--- config.mk ---
export PLATFORM = sky130hd
export DESIGN_NAME = regfile_writeback
export DESIGN_NICKNAME = d
export VERILOG_FILES = /design/src/rtl/regfile_pkg.sv /design/src/rtl/wb_fifo.sv /design/src/rtl/regfile_writeback.sv
export SDC_FILE = /design/constraint.sdc
export NUM_CORES = 1
export LEC_CHECK = 0
export ABC_AREA = 1
export CORE_MARGIN = 1
export CORE_UTILIZATION = 53
export DETAILED_ROUTE_END_ITERATION = 10
export PLACE_DENSITY = 0.93
export SYNTH_ARGS = -nofsm -noshare
export SYNTH_HDL_FRONTEND = slang
export SYNTH_SLANG_ARGS = --single-unit
--- constraint.sdc ---
create_clock -name CLK -period 4.6 [get_ports CLK]
set_input_delay 1.15 -clock CLK [delete_from_list [all_inputs] [get_ports CLK]]
set_output_delay 1.15 -clock CLK [all_outputs]
set_load 0.1 [all_outputs]
--- src/rtl/regfile_pkg.sv ---
// Shared definitions for the register-file write-back slice.
//   XLEN       : data width of register values
//   REG_ADDR_W : register address width (32 architectural registers)
//   NUM_REGS   : number of architectural registers
//   wb_entry_t : one buffered write-back result {rd, data}
package regfile_pkg;

  localparam int XLEN       = 32;
  localparam int REG_ADDR_W = 5;
  localparam int NUM_REGS   = 32;

  typedef struct packed {
    logic [REG_ADDR_W-1:0] rd;
    logic [XLEN-1:0]       data;
  } wb_entry_t;

endpackage

--- src/rtl/wb_fifo.sv ---
// Small in-order buffer for load results awaiting the register-file write port.
// Ports:
//   CLK, reset  : posedge clock, asynchronous active-high reset (empties the buffer)
//   push        : store push_entry at the tail (ignored when full)
//   push_entry  : entry to store
//   pop         : drop the head entry (ignored when empty)
//   head        : current head entry (valid when !empty)
//   full, empty : occupancy flags
// DEPTH must be a power of two >= 2; pointers carry one extra wrap bit so
// full and empty can be told apart when the index bits are equal.
module wb_fifo
  import regfile_pkg::*;
#(
  parameter int DEPTH = 2
) (
  input  logic      CLK,
  input  logic      reset,
  input  logic      push,
  input  wb_entry_t push_entry,
  input  logic      pop,
  output wb_entry_t head,
  output logic      full,
  output logic      empty
);

  localparam int PTR_W = $clog2(DEPTH);
  localparam logic [PTR_W:0] PTR_ONE = {{PTR_W{1'b0}}, 1'b1};

  logic [PTR_W:0] wr_ptr;
  logic [PTR_W:0] rd_ptr;
  wb_entry_t      mem [DEPTH];

  logic do_push;
  logic do_pop;

  assign empty   = (wr_ptr == rd_ptr);
  assign full    = (wr_ptr[PTR_W] != rd_ptr[PTR_W]) &&
                   (wr_ptr[PTR_W-1:0] == rd_ptr[PTR_W-1:0]);
  assign do_push = push && !full;
  assign do_pop  = pop && !empty;
  assign head    = mem[rd_ptr[PTR_W-1:0]];

  always_ff @(posedge CLK or posedge reset) begin
    if (reset) begin
      wr_ptr <= '0;
      rd_ptr <= '0;
    end else begin
      if (do_push) wr_ptr <= wr_ptr + PTR_ONE;
      if (do_pop)  rd_ptr <= rd_ptr + PTR_ONE;
    end
  end

  // Storage needs no reset: nothing is read until a push has written it.
  always_ff @(posedge CLK) begin
    if (do_push) mem[wr_ptr[PTR_W-1:0]] <= push_entry;
  end

endmodule

--- src/rtl/regfile_writeback.sv ---
// Write-side companion of the 32x32 register file. Merges ALU and LSU results
// onto the single register-file write port and tracks registers waiting for
// long-latency (load) results so decode can stall on RAW/WAW hazards.
// Ports:
//   CLK, reset            : posedge clock, asynchronous active-high reset
//   alu_valid/rd/data     : ALU result, no backpressure, highest priority
//   lsu_valid/ready/rd/data : load result, accepted when lsu_valid && lsu_ready
//   iss_valid/rd, iss_ready : long-latency issue; ready low on WAW with a pending rd
//   rs1, rs2              : decode source addresses
//   rs1_busy, rs2_busy    : source is waiting for a load result
//   fwd1_*/fwd2_*         : same-cycle forwarding of the popping load result
//   WE3, A3, WD3          : registered register-file write port
// Handshake: an LSU result transfers on a posedge where lsu_valid && lsu_ready;
//   lsu_ready is simply !full (a pop in the same cycle does not free a slot early).
//   An issue is recorded on a posedge where iss_valid && iss_ready.
// Build option: define WB_BYPASS_EN to forward the popping load result to
//   decode in the same cycle; otherwise fwd outputs are tied to zero.
module regfile_writeback
  import regfile_pkg::*;
#(
  parameter int LSU_FIFO_DEPTH = 2
) (
  input  logic                  CLK,
  input  logic                  reset,
  input  logic                  alu_valid,
  input  logic [REG_ADDR_W-1:0] alu_rd,
  input  logic [XLEN-1:0]       alu_data,
  input  logic                  lsu_valid,
  output logic                  lsu_ready,
  input  logic [REG_ADDR_W-1:0] lsu_rd,
  input  logic [XLEN-1:0]       lsu_data,
  input  logic                  iss_valid,
  input  logic [REG_ADDR_W-1:0] iss_rd,
  output logic                  iss_ready,
  input  logic [REG_ADDR_W-1:0] rs1,
  input  logic [REG_ADDR_W-1:0] rs2,
  output logic                  rs1_busy,
  output logic                  rs2_busy,
  output logic                  fwd1_valid,
  output logic [XLEN-1:0]       fwd1_data,
  output logic                  fwd2_valid,
  output logic [XLEN-1:0]       fwd2_data,
  output logic                  WE3,
  output logic [REG_ADDR_W-1:0] A3,
  output logic [XLEN-1:0]       WD3
);

  logic          fifo_full;
  logic          fifo_empty;
  logic          fifo_push;
  logic          fifo_pop;
  wb_entry_t     fifo_head;
  wb_entry_t     push_entry;

  logic          alu_wr;
  logic          iss_fire;
  logic [NUM_REGS-1:0] pending_q;
  logic [NUM_REGS-1:0] pending_d;

  // ALU writes to x0 are dropped and do not block the LSU path.
  assign alu_wr    = alu_valid && (alu_rd != '0);
  assign lsu_ready = !fifo_full;
  // Loads to x0 are accepted but never stored.
  assign fifo_push = lsu_valid && lsu_ready && (lsu_rd != '0);
  assign fifo_pop  = !alu_wr && !fifo_empty;
  assign push_entry = '{rd: lsu_rd, data: lsu_data};

  wb_fifo #(
    .DEPTH (LSU_FIFO_DEPTH)
  ) u_fifo (
    .CLK        (CLK),
    .reset      (reset),
    .push       (fifo_push),
    .push_entry (push_entry),
    .pop        (fifo_pop),
    .head       (fifo_head),
    .full       (fifo_full),
    .empty      (fifo_empty)
  );

  // Scoreboard.
  assign iss_ready = (iss_rd == '0) || !pending_q[iss_rd];
  assign iss_fire  = iss_valid && iss_ready && (iss_rd != '0);

  always_comb begin
    pending_d = pending_q;
    if (fifo_pop) pending_d[fifo_head.rd] = 1'b0;
    // Applied after the clear so a same-cycle issue to the popping rd stays pending.
    if (iss_fire) pending_d[iss_rd] = 1'b1;
    pending_d[0] = 1'b0;
  end

  always_ff @(posedge CLK or posedge reset) begin
    if (reset) pending_q <= '0;
    else       pending_q <= pending_d;
  end

  // Decode-side hazard view.
  logic rs1_pend;
  logic rs2_pend;

  assign rs1_pend = (rs1 != '0) && pending_q[rs1];
  assign rs2_pend = (rs2 != '0) && pending_q[rs2];

`ifdef WB_BYPASS_EN
  logic rs1_hit;
  logic rs2_hit;

  assign rs1_hit = fifo_pop && (rs1 != '0) && (fifo_head.rd == rs1);
  assign rs2_hit = fifo_pop && (rs2 != '0) && (fifo_head.rd == rs2);

  always_comb begin
    rs1_busy   = rs1_pend && !rs1_hit;
    rs2_busy   = rs2_pend && !rs2_hit;
    fwd1_valid = rs1_hit;
    fwd2_valid = rs2_hit;
    fwd1_data  = rs1_hit ? fifo_head.data : '0;
    fwd2_data  = rs2_hit ? fifo_head.data : '0;
  end
`else
  always_comb begin
    rs1_busy   = rs1_pend;
    rs2_busy   = rs2_pend;
    fwd1_valid = 1'b0;
    fwd2_valid = 1'b0;
    fwd1_data  = '0;
    fwd2_data  = '0;
  end
`endif

  // Registered write port: stable across the register file's negedge write.
  always_ff @(posedge CLK or posedge reset) begin
    if (reset) begin
      WE3 <= 1'b0;
      A3  <= '0;
      WD3 <= '0;
    end else if (alu_wr) begin
      WE3 <= 1'b1;
      A3  <= alu_rd;
      WD3 <= alu_data;
    end else if (fifo_pop) begin
      WE3 <= 1'b1;
      A3  <= fifo_head.rd;
      WD3 <= fifo_head.data;
    end else begin
      WE3 <= 1'b0;
    end
  end

endmodule

==> results.txt, run 1 <==
----------------------------------------------------
[Setup path]
  WS Path Type ... in -> out
  Cell repeated most along the worst path ... sky130_fd_sc_hd__nand2_1
  List of cells traversed by the critical path ... clkdlybuf4s50_1 > nor2_1 > nand2_1 > o211ai_1 > nand2_1 > nand2_1 > inv_1 > nand2_1 > nand2_1 > nand2_1 > buf_12
  Worst-path maximum fanout ... 17
  Critical path data required time ... 3.45 ns
  Slowest cell on crit path ... sky130_fd_sc_hd__clkdlybuf4s50_1
  Number of cells on the worst reg-to-reg path ... 9
  Kind of end point of the critical path ... output port
  Number of buffers and inverters on the critical path ... 3
  Stage delay of the slowest cell on the critical path ... 0.67 ns
  Family of cells with the greatest summed delay on the critical path ... simple AND/OR/NAND/NOR gates
  Total stage count of the critical path ... 11
  Data arrival, critical path ... 3.05 ns
  Setup crit start kind ... input port

[Placed design]
  Buffers added on ports ... 135
  Total half-perimeter wirelength after legalization and detailed placement ... 13.9 mm
  Cell area after placement ... 0.00882 mm²
  Placer congestion estimate ... 0.997

[Synth]
  Prevailing post-synth register cell ... sky130_fd_sc_hd__edfxtp_1
  Number of distinct library cells after synthesis ... 30
  Post-synthesis instance area ... 0.00753 mm²
  Mapped Cells ... 830
  Area share of the largest cell type after synthesis ... 29.5%
  Number of enable-type register cells in the synthesized netlist ... 74
  Share of flip-flops with an asynchronous set or reset ... 49.7%
  FF+latch count, synth ... 147
  Top cell types by occurrence after synthesis ... sky130_fd_sc_hd__nand2_1, sky130_fd_sc_hd__edfxtp_1, sky130_fd_sc_hd__dfrtp_1
  Leading area contributor after synthesis ... sky130_fd_sc_hd__edfxtp_1
  Average footprint of a synthesized cell ... 9.08 µm²
  Area contributors post-synth ... sky130_fd_sc_hd__edfxtp_1, sky130_fd_sc_hd__dfrtp_1, sky130_fd_sc_hd__nand2_1
  Cell with the most instances after synthesis ... sky130_fd_sc_hd__nand2_1
  Warnings, synthesis ... 0
  Sequential cell area fraction in the yosys report ... 53.7%

[Route]
  Via Count ... 6596
  First-iteration detailed-routing DRC count ... 615
  Wirelength, routed ... 21.9 mm
  First drt pass iteration count ... 5
  Via density ... 5.72
  Routed length per instance ... 19.0 µm
  Residual antenna-violating net count after detailed routing ... 0
  Post-route DRC ... 0

[Timing]
  Remaining max-slew budget at the tightest pin ... 28.3%
  Worst clock skew on the final layout ... 0.0141 ns
  Post-layout min period ... 4.20 ns
  Slew at the pin closest to its max-slew limit ... 1.07 ns
  Post-route setup TNS ... 0 ns
  Setup-violating endpoint count in the final report ... 0
  Fraction of the cycle the final worst path needs ... 91.3%
  Pins over their slew limit ... 0
  Max Fclk ... 238 MHz
  Hold violation total from the final report ... 0
  Setup repair after global routing missed its margin ... false

[Floorplan]
  Number of I/O pins ... 202
  Core outline area ... 0.0139 mm²
  X dimension of the die ... 121 µm
  Initial core utilization ... 54.3%
  Total Die Area ... 0.0147 mm²
  Vert. Die Dim ... 121 µm
  Count of standard-cell rows ... 43

[Clocking]
  Clock insertion delay at the later pin of the skew report ... 0.43 ns
  Post-CTS sizing ... 0
  Clk slew on worst S/H paths ... 0.06 ns
  Maximum number of buffers from clock root to sink ... 2
  Clock tree from TritonCTS ... yes
  Buffer type at the clock tree root ... sky130_fd_sc_hd__clkbuf_16
  Sink count of the clock tree ... 147
  Post-CTS setup-driven buffer insertion count ... 0
  Maximum level of the CTS H-tree ... 4
  Inserted Clock Buffers ... 17
  Hold-fix buffers, CTS ... 0

[Cells and area]
  Nets@finish ... 1055
  Share of layout cells above drive strength 1 ... 7.08%
  Final instance area ... 0.00939 mm²
  Diodes inserted ... 0
  Number of inserted filler cells in the final layout ... 957
  Area growth from synthesis to layout ... 24.7%

[Power and ir drop]
  Largest vdd supply drop ... 625 µV
  Leak ... 4.03 nW
  Power density over the cells ... 783 mW/mm²

[Global routing]
  GRT Overall Usage ... 30.9%
  Antenna violations before repair ... 0
  Leftover overflow at the end of global routing ... 0
  Maximum number of pins on one net before global-route repair ... 40
  Via count of the first global-routing pass ... 6190
  Global-route wire length before repair ... 33.8 mm

[Flow run]
  Max-cap viol count ... 0

[Run status]
  Status ... complete, no violations

[Hold path]
  Hold Crit Class ... reg -> reg
  Worst hold path stage count ... 2

----------------------------------------------------
-- final timing paths --
check	from	to	slack [ns]
max	rs1[0]	rs1_busy	0.40
min	A3[0]	A3[0]	0.50
max reg2reg	u_fifo.rd_ptr[0]	pending_q[8]	2.14
min reg2reg	A3[0]	A3[0]	0.50
max in group asynchronous	reset	pending_q[31]	2.63
min in group asynchronous	reset	pending_q[22]	1.20
-- kinds of logic (layout without fill, tap and decap cells) --
kind of cell	after synthesis	in the layout	share of synthesized area (%)
buffers and inverters	152	231	11.5
AOI/OAI and AO/OA	107	107	8.89
xor gates and xnor gates	5	5	0.581
and+or+nand+nor	390	390	21.5
muxes	28	28	3.72
DFF	147	147	53.7
other	1	66	0.0498
-- cells in the final DEF, fill, tap and decap left out, types with 10 or more instances in the layout --
| cell type | count |
|---|---|
| sky130_fd_sc_hd__buf_4 | 13 |
| sky130_fd_sc_hd__nand2_1 | 255 |
| sky130_fd_sc_hd__nor2_1 | 49 |
| sky130_fd_sc_hd__mux2i_1 | 28 |
| sky130_fd_sc_hd__o211ai_1 | 46 |
| sky130_fd_sc_hd__clkbuf_16 | 17 |
| sky130_fd_sc_hd__conb_1 | 66 |
| sky130_fd_sc_hd__nand3_1 | 30 |
| sky130_fd_sc_hd__a21oi_1 | 16 |
| sky130_fd_sc_hd__inv_1 | 44 |
| sky130_fd_sc_hd__dfrtp_1 | 72 |
| sky130_fd_sc_hd__clkdlybuf4s50_1 | 131 |
| sky130_fd_sc_hd__o21ai_1 | 13 |
| sky130_fd_sc_hd__o21ai_0 | 27 |
| sky130_fd_sc_hd__nand4_1 | 32 |
| sky130_fd_sc_hd__edfxtp_1 | 74 |
| sky130_fd_sc_hd__nor3_1 | 10 |
-- final cells by class --
type | count | area (µm²) | share of cell area, %
Timing Repair Buffer | 147 | 1470 | 15.6
Clock buffer | 17 | 425 | 4.53
Multi-Input combinational cell | 596 | 2880 | 30.7
Sequential cell | 147 | 4050 | 43.1
Clock inverter | 15 | 148 | 1.57
Inverter | 52 | 195 | 2.08
Tap cell | 180 | 225 | 2.40
-- sequential cells by signal, indices dropped and copies added (netlist names) --
register       flops
pending_q         31
u_fifo.rd_ptr      2
WD3               32
A3                 5
u_fifo.mem        74
WE3                1
u_fifo.wr_ptr      2
-- routing by layer --
metal  track usage, %  routed length (µm)  up-vias
li1                 -                   -     2938
met1             40.3                8240     3064
met2             48.0               10400      531
met3             8.08                2560       63
met4             14.7                 675        0
met5                0                   0        -
-- per-stage QoR --
step | hold WS, ns | total power, mW | std cells | setup slack, ns | util (%)
5_1_grt | 0.509 | 7.62 | 1154 | 0.213 | 67.7
2_1_floorplan | 0.459 | 4.92 | 895 | 0.769 | -
4_1_cts | 0.489 | 7.31 | 1154 | 0.455 | 67.7
3_3_place_gp | 0.465 | 5.78 | 1122 | 0.480 | 63.5
3_5_place_dp | 0.465 | 5.87 | 1122 | 0.451 | 63.5
6_report | 0.498 | 7.35 | 1154 | 0.401 | 67.7
-- worst min-delay path, cell delays in order, from the launching register on --
cell and delay, ns:
sky130_fd_sc_hd__dfrtp_1 0.36, sky130_fd_sc_hd__nand2_1 0.06, sky130_fd_sc_hd__nand2_1 0.05
-- where the power goes --
group	internal [mW]	total [mW]	switching (mW)
logic	0.855	3.66	2.80
clock network	0.761	1.36	0.600
registers	1.94	2.34	0.394
Power figures use the tool's default switching activity.
==> run 2, diff against run 1 <==
Settings changed: CORE_UTILIZATION 53 to 49, PLACE_DENSITY 0.93 to 0.88, SETUP_SLACK_MARGIN from default to 0.02.
Clock period 4.6 ns to 4.35 ns, I/O delays scaled along.
==> run 2 against run 1 <==
Power up 5.1%. Via count down 2.0%. Register-to-register slack worse by 0.24 ns. Die area up 8.0%. Sequential power up 6%. Critical path depth down 2. Critical endpoint is now rs2_busy. Largest power group unchanged.
==> results.txt, run 2 (synthesized netlist as in run 1, its figures left out) <==
----------------------------------------------------
[Timing]
  Hold violation total from the final report ... 0
  Remaining max-slew budget at the tightest pin ... 29.7%
  Slew at the pin closest to its max-slew limit ... 1.05 ns
  Max Fclk ... 251 MHz
  Worst clock skew on the final layout ... 0.0106 ns
  Post-route setup TNS ... 0 ns
  Post-layout min period ... 3.98 ns
  Fraction of the cycle the final worst path needs ... 91.5%
  Setup-violating endpoint count in the final report ... 0
  Setup slack of the critical path after layout ... 0.369 ns
  Pins over their slew limit ... 0
  Setup repair after global routing missed its margin ... false

[Route]
  First-iteration detailed-routing DRC count ... 539
  Wirelength, routed ... 21.2 mm
  Sum of met3 wire segment lengths after detailed routing ... 2.12 mm
  Post-route DRC ... 0
  First drt pass iteration count ... 5
  Via density ... 5.57
  Residual antenna-violating net count after detailed routing ... 0
  Sum of met2 wire segment lengths after detailed routing ... 10.4 mm
  Via Count ... 6466
  Max layer used ... met4
  Post-route met1 wirelength ... 7.90 mm
  Routed length per instance ... 18.3 µm

[Global routing]
  Global-route wire length before repair ... 33.4 mm
  Maximum number of pins on one net before global-route repair ... 40
  GRT Overall Usage ... 27.5%
  Via count of the first global-routing pass ... 6410
  Antenna violations before repair ... 0
  Leftover overflow at the end of global routing ... 0

[Hold path]
  Startpoint of the tightest hold check path ... u_fifo.wr_ptr[1]
  Hold Crit Class ... reg -> reg

[Clocking]
  Post-CTS sizing ... 0
  Clock tree from TritonCTS ... yes
  Clock insertion delay at the later pin of the skew report ... 0.42 ns
  Sink count of the clock tree ... 147
  Hold-fix buffers, CTS ... 0
  Inserted Clock Buffers ... 17
  Buffer type at the clock tree root ... sky130_fd_sc_hd__clkbuf_16
  Clk slew on worst S/H paths ... 0.06 ns
  Post-CTS setup-driven buffer insertion count ... 0
  Maximum level of the CTS H-tree ... 4
  Maximum number of buffers from clock root to sink ... 2

[Cells and area]
  Area growth from synthesis to layout ... 25.1%
  Diodes inserted ... 0
  Largest register FFs ... 74
  Number of inserted filler cells in the final layout ... 1120
  Nets@finish ... 1057
  Share of layout cells above drive strength 1 ... 7.38%
  Top library cells by usage in the layout, fill and taps aside ... sky130_fd_sc_hd__nand2_1, sky130_fd_sc_hd__clkdlybuf4s50_1, sky130_fd_sc_hd__edfxtp_1
  Most common library cell in the layout ignoring fill and taps ... sky130_fd_sc_hd__nand2_1

[Setup path]
  Worst-path maximum fanout ... 9
  Setup crit start kind ... input port
  Kind of end point of the critical path ... output port
  Worst reg2reg path startpoint ... u_fifo.rd_ptr[0]
  WS Path Type ... in -> out
  Critical path data required time ... 3.26 ns
  Data arrival, critical path ... 2.89 ns
  Setup crit start ... rs2[1]

[Flow run]
  Max-cap viol count ... 0

[Power and ir drop]
  Final Total Pwr ... 7.73 mW
  Leak ... 4.05 nW
  Largest vdd supply drop ... 772 µV
  Power density over the cells ... 820 mW/mm²

[Floorplan]
  Core outline area ... 0.0148 mm²
  Initial core utilization ... 51.1%
  Total Die Area ... 0.0159 mm²
  Count of standard-cell rows ... 44
  Vert. Die Dim ... 126 µm
  X dimension of the die ... 126 µm
  Number of I/O pins ... 202

[Placed design]
  Buffers added on ports ... 135
  Worst slack at placement ... 0.400 ns
  Placer congestion estimate ... 1.00
  Total half-perimeter wirelength after legalization and detailed placement ... 14.7 mm

[Run status]
  Status ... complete, no violations

----------------------------------------------------
[run 2: worst paths after layout]
kind,end,slack (ns),cells past startpoint
worst max-delay path,rs2_busy,0.37,9
worst min-delay path,u_fifo.wr_ptr[1],0.48,1
worst max register to register,pending_q[20],1.90,9
worst min register to register,u_fifo.wr_ptr[1],0.48,1
max in group asynchronous,u_fifo.rd_ptr[0],2.64,3
min in group asynchronous,A3[3],0.92,2
[run 2: routing by layer]
| metal | global-route usage [%] | vias to the layer above |
|---|---|---|
| met5 | 0 | - |
| met4 | 14.1 | 0 |
| met3 | 7.14 | 62 |
| li1 | - | 2938 |
| met2 | 47.1 | 442 |
| met1 | 31.9 | 3024 |
[run 2: power by group]
group	internal [mW]	switching (mW)	total, mW
Sequential	2.05	0.417	2.47
Clock	0.757	0.642	1.40
Combinational	0.934	2.93	3.86
Total	3.74	3.99	7.73
[run 2: final cells by class]
type	count	area [µm²]	share of cell area (%)
Inverter	52	196	2.08
Multi-Input combinational cell	596	2880	30.6
Clock buffer	17	425	4.51
Sequential cell	147	4050	43.0
Tap cell	184	230	2.44
Clock inverter	15	135	1.43
Timing Repair Buffer	149	1510	16.0
[run 2: worst max-delay path, cell delays in order]
cell,delay (ns)
sky130_fd_sc_hd__clkdlybuf4s50_1,0.61
sky130_fd_sc_hd__nor2_1,0.44
sky130_fd_sc_hd__a21oi_1,0.13
sky130_fd_sc_hd__o211ai_1,0.11
sky130_fd_sc_hd__nand3_1,0.11
sky130_fd_sc_hd__nand2_1,0.08
sky130_fd_sc_hd__nand2_1,0.04
sky130_fd_sc_hd__nand2_1,0.10
sky130_fd_sc_hd__buf_12,0.18
[run 2: through the flow]
| step | std cells | instance area, µm² | utilization, % | hold slack [ns] |
|---|---|---|---|---|
| 3_3_place_gp | 1128 | 8870 | 60.1 | 0.464 |
| 2_1_floorplan | 895 | 7780 | - | 0.459 |
| 5_1_grt | 1160 | 9430 | 63.9 | 0.495 |
| 3_5_place_dp | 1128 | 8870 | 60.1 | 0.472 |
| 4_1_cts | 1160 | 9430 | 63.9 | 0.489 |
| 6_report | 1160 | 9430 | 63.9 | 0.485 |
